`config.mk`:
```
export PLATFORM = sky130hd
export DESIGN_NAME = affine_seq
export DESIGN_NICKNAME = d
export VERILOG_FILES = /design/src/rtl/affine_seq_pkg.sv /design/src/rtl/affine_seq_coef_rf.sv /design/src/rtl/affine_seq.sv
export SDC_FILE = /design/constraint.sdc
export NUM_CORES = 1
export LEC_CHECK = 0
export ABC_AREA = 1
export BUFFER_PORTS_ARGS = -buffer_cell sky130_fd_sc_hd__clkbuf_2
export CAP_MARGIN = 20
export CORE_MARGIN = 2
export CORE_UTILIZATION = 50
export DETAILED_ROUTE_END_ITERATION = 10
export HOLD_SLACK_MARGIN = 0.06
export PLACE_DENSITY = 0.75
export SYNTH_ARGS = -nofsm -noshare
export SYNTH_HDL_FRONTEND = slang
export SYNTH_SLANG_ARGS = --single-unit
```
`constraint.sdc`:
```
create_clock -name clk -period 3.2 [get_ports clk]
set_input_delay 0.64 -clock clk [delete_from_list [all_inputs] [get_ports clk]]
set_output_delay 0.64 -clock clk [all_outputs]
set_load 0.03 [all_outputs]
```
`src/rtl/affine_seq_pkg.sv`:
```
// Shared definitions for the affine_seq block.
//   state_t      : sequencer states, IDLE through DONE in execution order.
//   A11..B2      : coefficient register-file addresses (cfg_addr values).
//   RA/RB/RADD/RMUL : function codes of the shared picoMIPS ALU, taken
//                  from its code table so the sequencer and the ALU stay
//                  in agreement.
package affine_seq_pkg;

  typedef enum logic [3:0] {
    ST_IDLE = 4'd0,
    ST_M11  = 4'd1,
    ST_M12  = 4'd2,
    ST_S1   = 4'd3,
    ST_B1   = 4'd4,
    ST_M21  = 4'd5,
    ST_M22  = 4'd6,
    ST_S2   = 4'd7,
    ST_B2   = 4'd8,
    ST_DONE = 4'd9
  } state_t;

  // Coefficient addresses; 6 and 7 are unused and ignored on write.
  localparam logic [2:0] A11 = 3'd0;
  localparam logic [2:0] A12 = 3'd1;
  localparam logic [2:0] A21 = 3'd2;
  localparam logic [2:0] A22 = 3'd3;
  localparam logic [2:0] B1  = 3'd4;
  localparam logic [2:0] B2  = 3'd5;

  // picoMIPS ALU function codes.
  localparam logic [1:0] RA   = 2'd0;  // result = a
  localparam logic [1:0] RB   = 2'd1;  // result = b
  localparam logic [1:0] RADD = 2'd2;  // result = a + b, wraps mod 2^n
  localparam logic [1:0] RMUL = 2'd3;  // result = Q1.7 product, bits [14:7]

endpackage

```
`src/rtl/affine_seq_coef_rf.sv`:
```
// Coefficient register file: six n-bit registers with one write port and
// six parallel read outputs.
//   clk, reset : clock, asynchronous active-high reset (clears all to 0)
//   we         : write strobe (already gated to IDLE by the parent)
//   addr, data : write address (A11..B2; 6/7 ignored) and value
//   a11..b2    : registered coefficient values
module affine_seq_coef_rf
  import affine_seq_pkg::*;
#(
  parameter int n = 8
) (
  input  logic         clk,
  input  logic         reset,
  input  logic         we,
  input  logic [2:0]   addr,
  input  logic [n-1:0] data,
  output logic [n-1:0] a11,
  output logic [n-1:0] a12,
  output logic [n-1:0] a21,
  output logic [n-1:0] a22,
  output logic [n-1:0] b1,
  output logic [n-1:0] b2
);

  always_ff @(posedge clk or posedge reset) begin
    if (reset) begin
      a11 <= '0;
      a12 <= '0;
      a21 <= '0;
      a22 <= '0;
      b1  <= '0;
      b2  <= '0;
    end else if (we) begin
      case (addr)
        A11:     a11 <= data;
        A12:     a12 <= data;
        A21:     a21 <= data;
        A22:     a22 <= data;
        B1:      b1  <= data;
        B2:      b2  <= data;
        default: ;
      endcase
    end
  end

endmodule

```
`src/rtl/affine_seq.sv`:
```
// Multi-cycle 2-D affine transform sequencer driving one shared ALU:
//   x' = a11*x + a12*y + b1,  y' = a21*x + a22*y + b2
// One ALU operation per cycle; every ALU result is registered.
//   clk, reset          : clock, asynchronous active-high reset
//   cfg_we/addr/data    : coefficient write, honoured only in IDLE
//   cfg_ready           : high in IDLE
//   in_valid/in_ready   : input point handshake, x_in/y_in
//   out_valid/out_ready : result handshake, x_out/y_out
//   alu_a/alu_b/alu_func: operands and function code to the external ALU
//   alu_result          : combinational ALU result
//   busy                : high in every state except IDLE
//   dbg_state           : current sequencer state
//
// Handshakes: a transfer happens on a rising edge where valid and ready are
// both high. in_ready/cfg_ready/out_valid are pure decodes of state, so no
// input reaches them combinationally; out_valid stays high and x_out/y_out
// stay stable until the edge where out_ready is seen.
module affine_seq
  import affine_seq_pkg::*;
#(
  parameter int n = 8
) (
  input  logic         clk,
  input  logic         reset,
  input  logic         cfg_we,
  input  logic [2:0]   cfg_addr,
  input  logic [n-1:0] cfg_data,
  output logic         cfg_ready,
  input  logic         in_valid,
  output logic         in_ready,
  input  logic [n-1:0] x_in,
  input  logic [n-1:0] y_in,
  output logic         out_valid,
  input  logic         out_ready,
  output logic [n-1:0] x_out,
  output logic [n-1:0] y_out,
  output logic [n-1:0] alu_a,
  output logic [n-1:0] alu_b,
  output logic [1:0]   alu_func,
  input  logic [n-1:0] alu_result,
  output logic         busy,
  output state_t       dbg_state
);

  state_t       state, state_n;
  logic [n-1:0] x_lat, y_lat, acc, tmp;
  logic [n-1:0] a11, a12, a21, a22, b1, b2;
  logic         coef_we;

  // Writes outside IDLE are dropped. A write in the same IDLE cycle as a
  // point accept lands before M11 reads the register file, so that point
  // already sees the new value.
  assign coef_we = cfg_we && (state == ST_IDLE);

  affine_seq_coef_rf #(.n(n)) u_coef_rf (
    .clk   (clk),
    .reset (reset),
    .we    (coef_we),
    .addr  (cfg_addr),
    .data  (cfg_data),
    .a11   (a11),
    .a12   (a12),
    .a21   (a21),
    .a22   (a22),
    .b1    (b1),
    .b2    (b2)
  );

  always_ff @(posedge clk or posedge reset) begin
    if (reset) begin
      state <= ST_IDLE;
      x_lat <= '0;
      y_lat <= '0;
      acc   <= '0;
      tmp   <= '0;
      x_out <= '0;
      y_out <= '0;
    end else begin
      state <= state_n;
      case (state)
        ST_IDLE: begin
          if (in_valid) begin
            x_lat <= x_in;
            y_lat <= y_in;
          end
        end
        // acc restarts at M21, so the y chain reuses it after B1.
        ST_M11, ST_S1, ST_M21, ST_S2: acc <= alu_result;
        ST_M12, ST_M22:               tmp <= alu_result;
        ST_B1:                        x_out <= alu_result;
        ST_B2:                        y_out <= alu_result;
        default: ;
      endcase
    end
  end

  always_comb begin
    state_n   = state;
    alu_func  = RA;
    alu_a     = '0;
    alu_b     = '0;
    in_ready  = 1'b0;
    cfg_ready = 1'b0;
    case (state)
      ST_IDLE: begin
        in_ready  = 1'b1;
        cfg_ready = 1'b1;
        if (in_valid) state_n = ST_M11;
      end
      ST_M11: begin
        alu_func = RMUL; alu_a = a11; alu_b = x_lat; state_n = ST_M12;
      end
      ST_M12: begin
        alu_func = RMUL; alu_a = a12; alu_b = y_lat; state_n = ST_S1;
      end
      ST_S1: begin
        alu_func = RADD; alu_a = acc; alu_b = tmp;   state_n = ST_B1;
      end
      ST_B1: begin
        alu_func = RADD; alu_a = acc; alu_b = b1;    state_n = ST_M21;
      end
      ST_M21: begin
        alu_func = RMUL; alu_a = a21; alu_b = x_lat; state_n = ST_M22;
      end
      ST_M22: begin
        alu_func = RMUL; alu_a = a22; alu_b = y_lat; state_n = ST_S2;
      end
      ST_S2: begin
        alu_func = RADD; alu_a = acc; alu_b = tmp;   state_n = ST_B2;
      end
      ST_B2: begin
        alu_func = RADD; alu_a = acc; alu_b = b2;    state_n = ST_DONE;
      end
      ST_DONE: begin
        if (out_ready) state_n = ST_IDLE;
      end
      default: state_n = ST_IDLE;
    endcase
  end

  assign out_valid = (state == ST_DONE);
  assign busy      = (state != ST_IDLE);
  assign dbg_state = state;

endmodule

```
* Yosys cells after proc, flatten, opt, wreduce, memory -nomap -nowiden
Index checks and enable logic that the tools add are counted.
** Word-level totals
- Logic and storage cells :: 54
- Output and inout bits :: 42
- Flip-flop bits (word level) :: 100
- Input port bits :: 40
** Cells by class
- Mux-type cells :: 7
- Equal/unequal tests :: 16
- Reduce and logical (&&, ||, !) cells :: 18
** Operators by type and width (number)
- one-hot mux 8 bit (5 select lines) :: 2
- one-hot mux 4 bit (10 select lines) :: 1
- == test 4 x 3 -> 1 bit (second input constant) :: 4
- AND reduction 2 bit :: 8
- OR reduction 4 bit :: 3
- == test 4 x 2 -> 1 bit (second input constant) :: 2
- == test 4 bit (second input constant) :: 2
- two-way mux 4 bit :: 2
- == test 3 x 2 -> 1 bit (second input constant) :: 2
- == test 3 bit (second input constant) :: 2
- OR reduction 2 bit :: 3
- == test 4 x 1 -> 1 bit (second input constant) :: 1
- zero test 4 bit :: 1
- one-hot mux 2 bit (2 select lines) :: 1
- nonzero test 4 bit :: 1
- == test 3 x 1 -> 1 bit (second input constant) :: 1
- zero test 3 bit :: 1
- != test 2 x 1 -> 1 bit (second input constant) :: 1
- != test 2 bit (second input constant) :: 1
- logical AND 1 bit :: 1
- two-way mux 1 bit :: 1

* Longest topological paths before layout
- Depth in word-level cells :: 3
- Gate-level depth with buffers :: 8
- Gate-level depth less buffers :: 7

* Modules after synthesis
Synthesis repeated with hierarchy kept, for this count alone.
** Unflattened totals
- Cells, all modules :: 598
- Area, all modules :: 4657.0 µm²
** Modules (own cells, without submodules)
- affine_seq :: sequential area each 1301.2 µm², instances 1, cells an instance 380, area an instance 2716.4 µm²
- affine_seq_coef_rf :: sequential area each 1201.2 µm², instances 1, cells an instance 218, area an instance 1940.6 µm²

* Least setup slack after synthesis
No wires, ideal clock.
- Path type :: register to output
- Start :: register state[3] (netlist: dbg_state[3])
- End :: output port out_valid
- Stages on the path, launching flop included :: 3
- Path slack :: 0.798 ns
- Buffers on the path :: 0
- Data required time :: 2.560 ns
- Arrival :: 1.762 ns
- Cell sequence :: dfrtp_1 inv_2 nor4_1
** Between the ends
- Word-level cells in the longest chain between the ends :: 1
** RTL lines
- start, declared :: RTL line affine_seq.sv:45 : state_t state, state_n;
- start signal, assigned :: RTL line affine_seq.sv:79 : state <= state_n;
- == test 4 bit :: RTL line affine_seq.sv:141 : assign out_valid = (state == ST_DONE);
- end, declared :: RTL line affine_seq.sv:33 : output logic out_valid,
No other way between the ends.

* Worst setup path in the final report
- Start :: register state[1] (netlist: dbg_state[1])
- End :: output port alu_func[1]
** Between the ends
- Word-level cells in the longest chain between the ends :: 3
- Elaborated cells between the ends (all ways) :: 11
- Those cells by class :: eq/ne: 8; mux: 1; reduce/logical: 2
** RTL lines
- == test 4 bit, or another cell as far along :: RTL line affine_seq.sv:104 : case (state)
- OR reduction 4 bit (no source line)
- one-hot mux 2 bit (2 select lines) (*) :: RTL line affine_seq.sv:104
- end, declared :: RTL line affine_seq.sv:39 : output logic [1:0] alu_func,
Mark *: on every way between the ends. The rest lies on a longest branch, timed or not.

==> results.sh <==
export IMPL_status="finished clean"
export IMPL_rr_endpoint="u_coef_rf.a22[1]"
export IMPL_yosysTopAreaCellShare_pct=53.45
export IMPL_wire_per_inst_um=14.96
export IMPL_start_kind="flip-flop"
export IMPL_hold_viol=0
export IMPL_start_util_pct=51.16
export IMPL_syn_to_final_growth_pct=14.22
export IMPL_post_route_period_util_pct=91.63
export IMPL_critPathKind="reg -> out"
export IMPL_cts_resized=0
export IMPL_cts_root_buf="clkbuf_8"
export IMPL_h_tree_depth=3
export IMPL_reg2reg_depth=6
export IMPL_synth_seq_area_share_pct=53.45
export IMPL_clk_pin_slew_ns=0.10
export IMPL_syn_num_nets=622
export IMPL_placementRows=35
export IMPL_drive_gt1_share_pct=19.43
export IMPL_skew_ns=0.01486
export IMPL_synthMostInstantiatedCell="nand2_1"
export IMPL_synth_cell_types=22
export IMPL_p_leak_uw=0.002869
export IMPL_antenna_cells=0
export IMPL_cts_hold_buffers_added=0
export IMPL_grt_pass1_vias=3735
export IMPL_avgSynthCellArea_sq_um=8.045
export IMPL_drc=0
export IMPL_seqCellArea_sq_um=2502
export IMPL_fin_setup_tns_ns=0
export IMPL_powerDensity_nw_per_um2=1098
export IMPL_syn_area_sq_um=4682
export IMPL_fin_crit_ns=2.932
export IMPL_fin_nets=699
export IMPL_r2r_slack_ns=0.98
export IMPL_cts_tree="yes"
export IMPL_dr_pass1_iters=5
export IMPL_first_iter_violations=285
export IMPL_die_w_um=100.8
export IMPL_max_slew_worst_pin_slew_ns=0.7922
export IMPL_setup_violations=0
export IMPL_yosys_warnings=0
export IMPL_drt_wl_total_um=11590
export IMPL_antenna_found_initial=0
export IMPL_whs_ns=0.3497
export IMPL_nFillCells=793
export IMPL_fmax_mhz=341.0
export IMPL_cp_required_ns=2.56
export IMPL_clock_path_buffers=2
export IMPL_ys_flop_type="dfrtp_1"
export IMPL_drv_slew=0
export IMPL_ir_worst_vdd_v=0.0005583
export IMPL_dieHeight_um=100.8
export IMPL_grt_max_degree=101
export IMPL_grt_total_usage_pct=23.62
export IMPL_worstPathMaxFanout=20
export IMPL_endpoint_kind="primary output"
export IMPL_ys_async_sr_fraction_pct=100.0
export IMPL_grt_pass1_wl_um=18600
export IMPL_drtAntennaViolNets=0
export IMPL_cts_sink_count=100
export IMPL_worst_ep_arrival_time_ns=2.29
export IMPL_overflow=0
export IMPL_hold_class="in -> async"
export IMPL_maxSlewHeadroom_pct=47.13
export IMPL_synth_common_cells="215 x nand2_1, 100 x dfrtp_1, 72 x o21ai_0, 47 x nand3_1, 39 x inv_1"
export IMPL_die_area_sq_um=10150
export IMPL_ioPinCount=82
export IMPL_synth_area_leader_cell="dfrtp_1"
export IMPL_core_sq_um=9153
export IMPL_post_cts_buffers=0
export IMPL_multi_input_area_sq_um=1883
export IMPL_rsz0062_at_grt="false"
export IMPL_port_buffers=81
export IMPL_ys_top_cells_by_area="dfrtp_1 53%, nand2_1 17%, o21ai_0 7.7%, nand3_1 5.0%, o21ai_1 3.5%"
export IMPL_worstReg2RegStart="dbg_state[3]"
export IMPL_cts_buffers=9
export IMPL_synth_edf_count=0
export IMPL_vias=4114
export IMPL_dp_hpwl_um=8166
export IMPL_netlist_instances=582
export IMPL_ys_ff_latch=100
export IMPL_clock_latency_ns=0.38
export IMPL_cap_violations=0
export IMPL_viasPerCell=5.308
export IMPL_gp_congestion=0.9186
-- routing by layer --
| layer | share of wire [%] | track usage [%] |
|---|---|---|
| met5 | 0 | 0 |
| met3 | 5.4 | 2.843 |
| met2 | 48 | 37.59 |
| met1 | 45 | 33.55 |
| met4 | 1.8 | 8.535 |
-- worst max-delay path by stage --
stage,from,to,depth (start not counted)
2_1_floorplan,dbg_state[3],out_valid,2
3_3_place_gp,dbg_state[1],alu_func[1],7
3_5_place_dp,dbg_state[1],alu_func[1],7
4_1_cts,dbg_state[1],alu_func[1],7
5_1_grt,dbg_state[1],alu_func[1],7
6_report,dbg_state[1],alu_func[1],7
-- through the flow --
stage | total power, uW | utilization [%] | worst slack [ns] | area [sq um] | instances
finish | 5874 | 58.43 | 0.2678 | 5348 | 775
global route | 6292 | 58.43 | 0.1360 | 5348 | 775
CTS | 5892 | 58.43 | 0.2894 | 5348 | 775
detailed placement | 5100 | 56.34 | 0.7071 | 5156 | 759
global placement | 5006 | 56.34 | 0.7544 | 5156 | 759
floorplan | 4282 | - | 0.7978 | 4686 | 582
-- cells in the final DEF, fill, tap and decap left out, drive strengths merged --
cell type / netlist / routed
o21ai: 105 / 105
nor2: 41 / 41
nand2: 218 / 218
a22oi: 1 / 1
or2: 1 / 1
nand3b: 2 / 2
nor4: 1 / 1
dfrtp: 100 / 100
clkinvlp: 0 / 1
clkinv: 0 / 3
clkbuf: 5 / 90
nand3: 48 / 48
mux2: 1 / 1
buf: 17 / 7
inv: 42 / 45
-- layout make-up --
| class | count | share of cell area [%] |
|---|---|---|
| Clock buffer | 9 | 2.316 |
| Clock inverter | 7 | 1.263 |
| Inverter | 42 | 3.018 |
| Multi-Input combinational cell | 418 | 35.21 |
| Sequential cell | 100 | 46.79 |
| Tap cell | 111 | 2.597 |
| Timing Repair Buffer | 88 | 8.797 |
-- state kept, by name (all words and copies together) (netlist names) --
name	count
u_coef_rf.a12	8
tmp	8
u_coef_rf.a11	8
acc	8
dbg_state	4
y_lat	8
y_out	8
x_out	8
u_coef_rf.a22	8
x_lat	8
u_coef_rf.a21	8
u_coef_rf.b1	8
u_coef_rf.b2	8
-- worst max-delay path, cell delays in order (launching register included) --
cell,delay (ns)
dfrtp_1,0.54
nor2_2,0.07
buf_4,0.19
nand2_1,0.14
buf_4,0.24
nand3b_2,0.26
or2_1,0.29
clkbuf_2,0.18
-- logic make-up after synthesis --
group	Yosys count	synth area share (%)
mux	1	0.2405
simple gates	311	28.59
compound gates	106	11.38
buf+inv	64	6.333
flops	100	53.45
-- power breakdown --
| group | internal (uW) | total [uW] | leakage, uW | switching (uW) |
|---|---|---|---|---|
| registers | 1890 | 2250 | 0.00125 | 361 |
| logic | 774 | 2830 | 0.00152 | 2060 |
| clock network | 304 | 798 | 0.0000993 | 495 |
(Power assumes the default switching activity.)
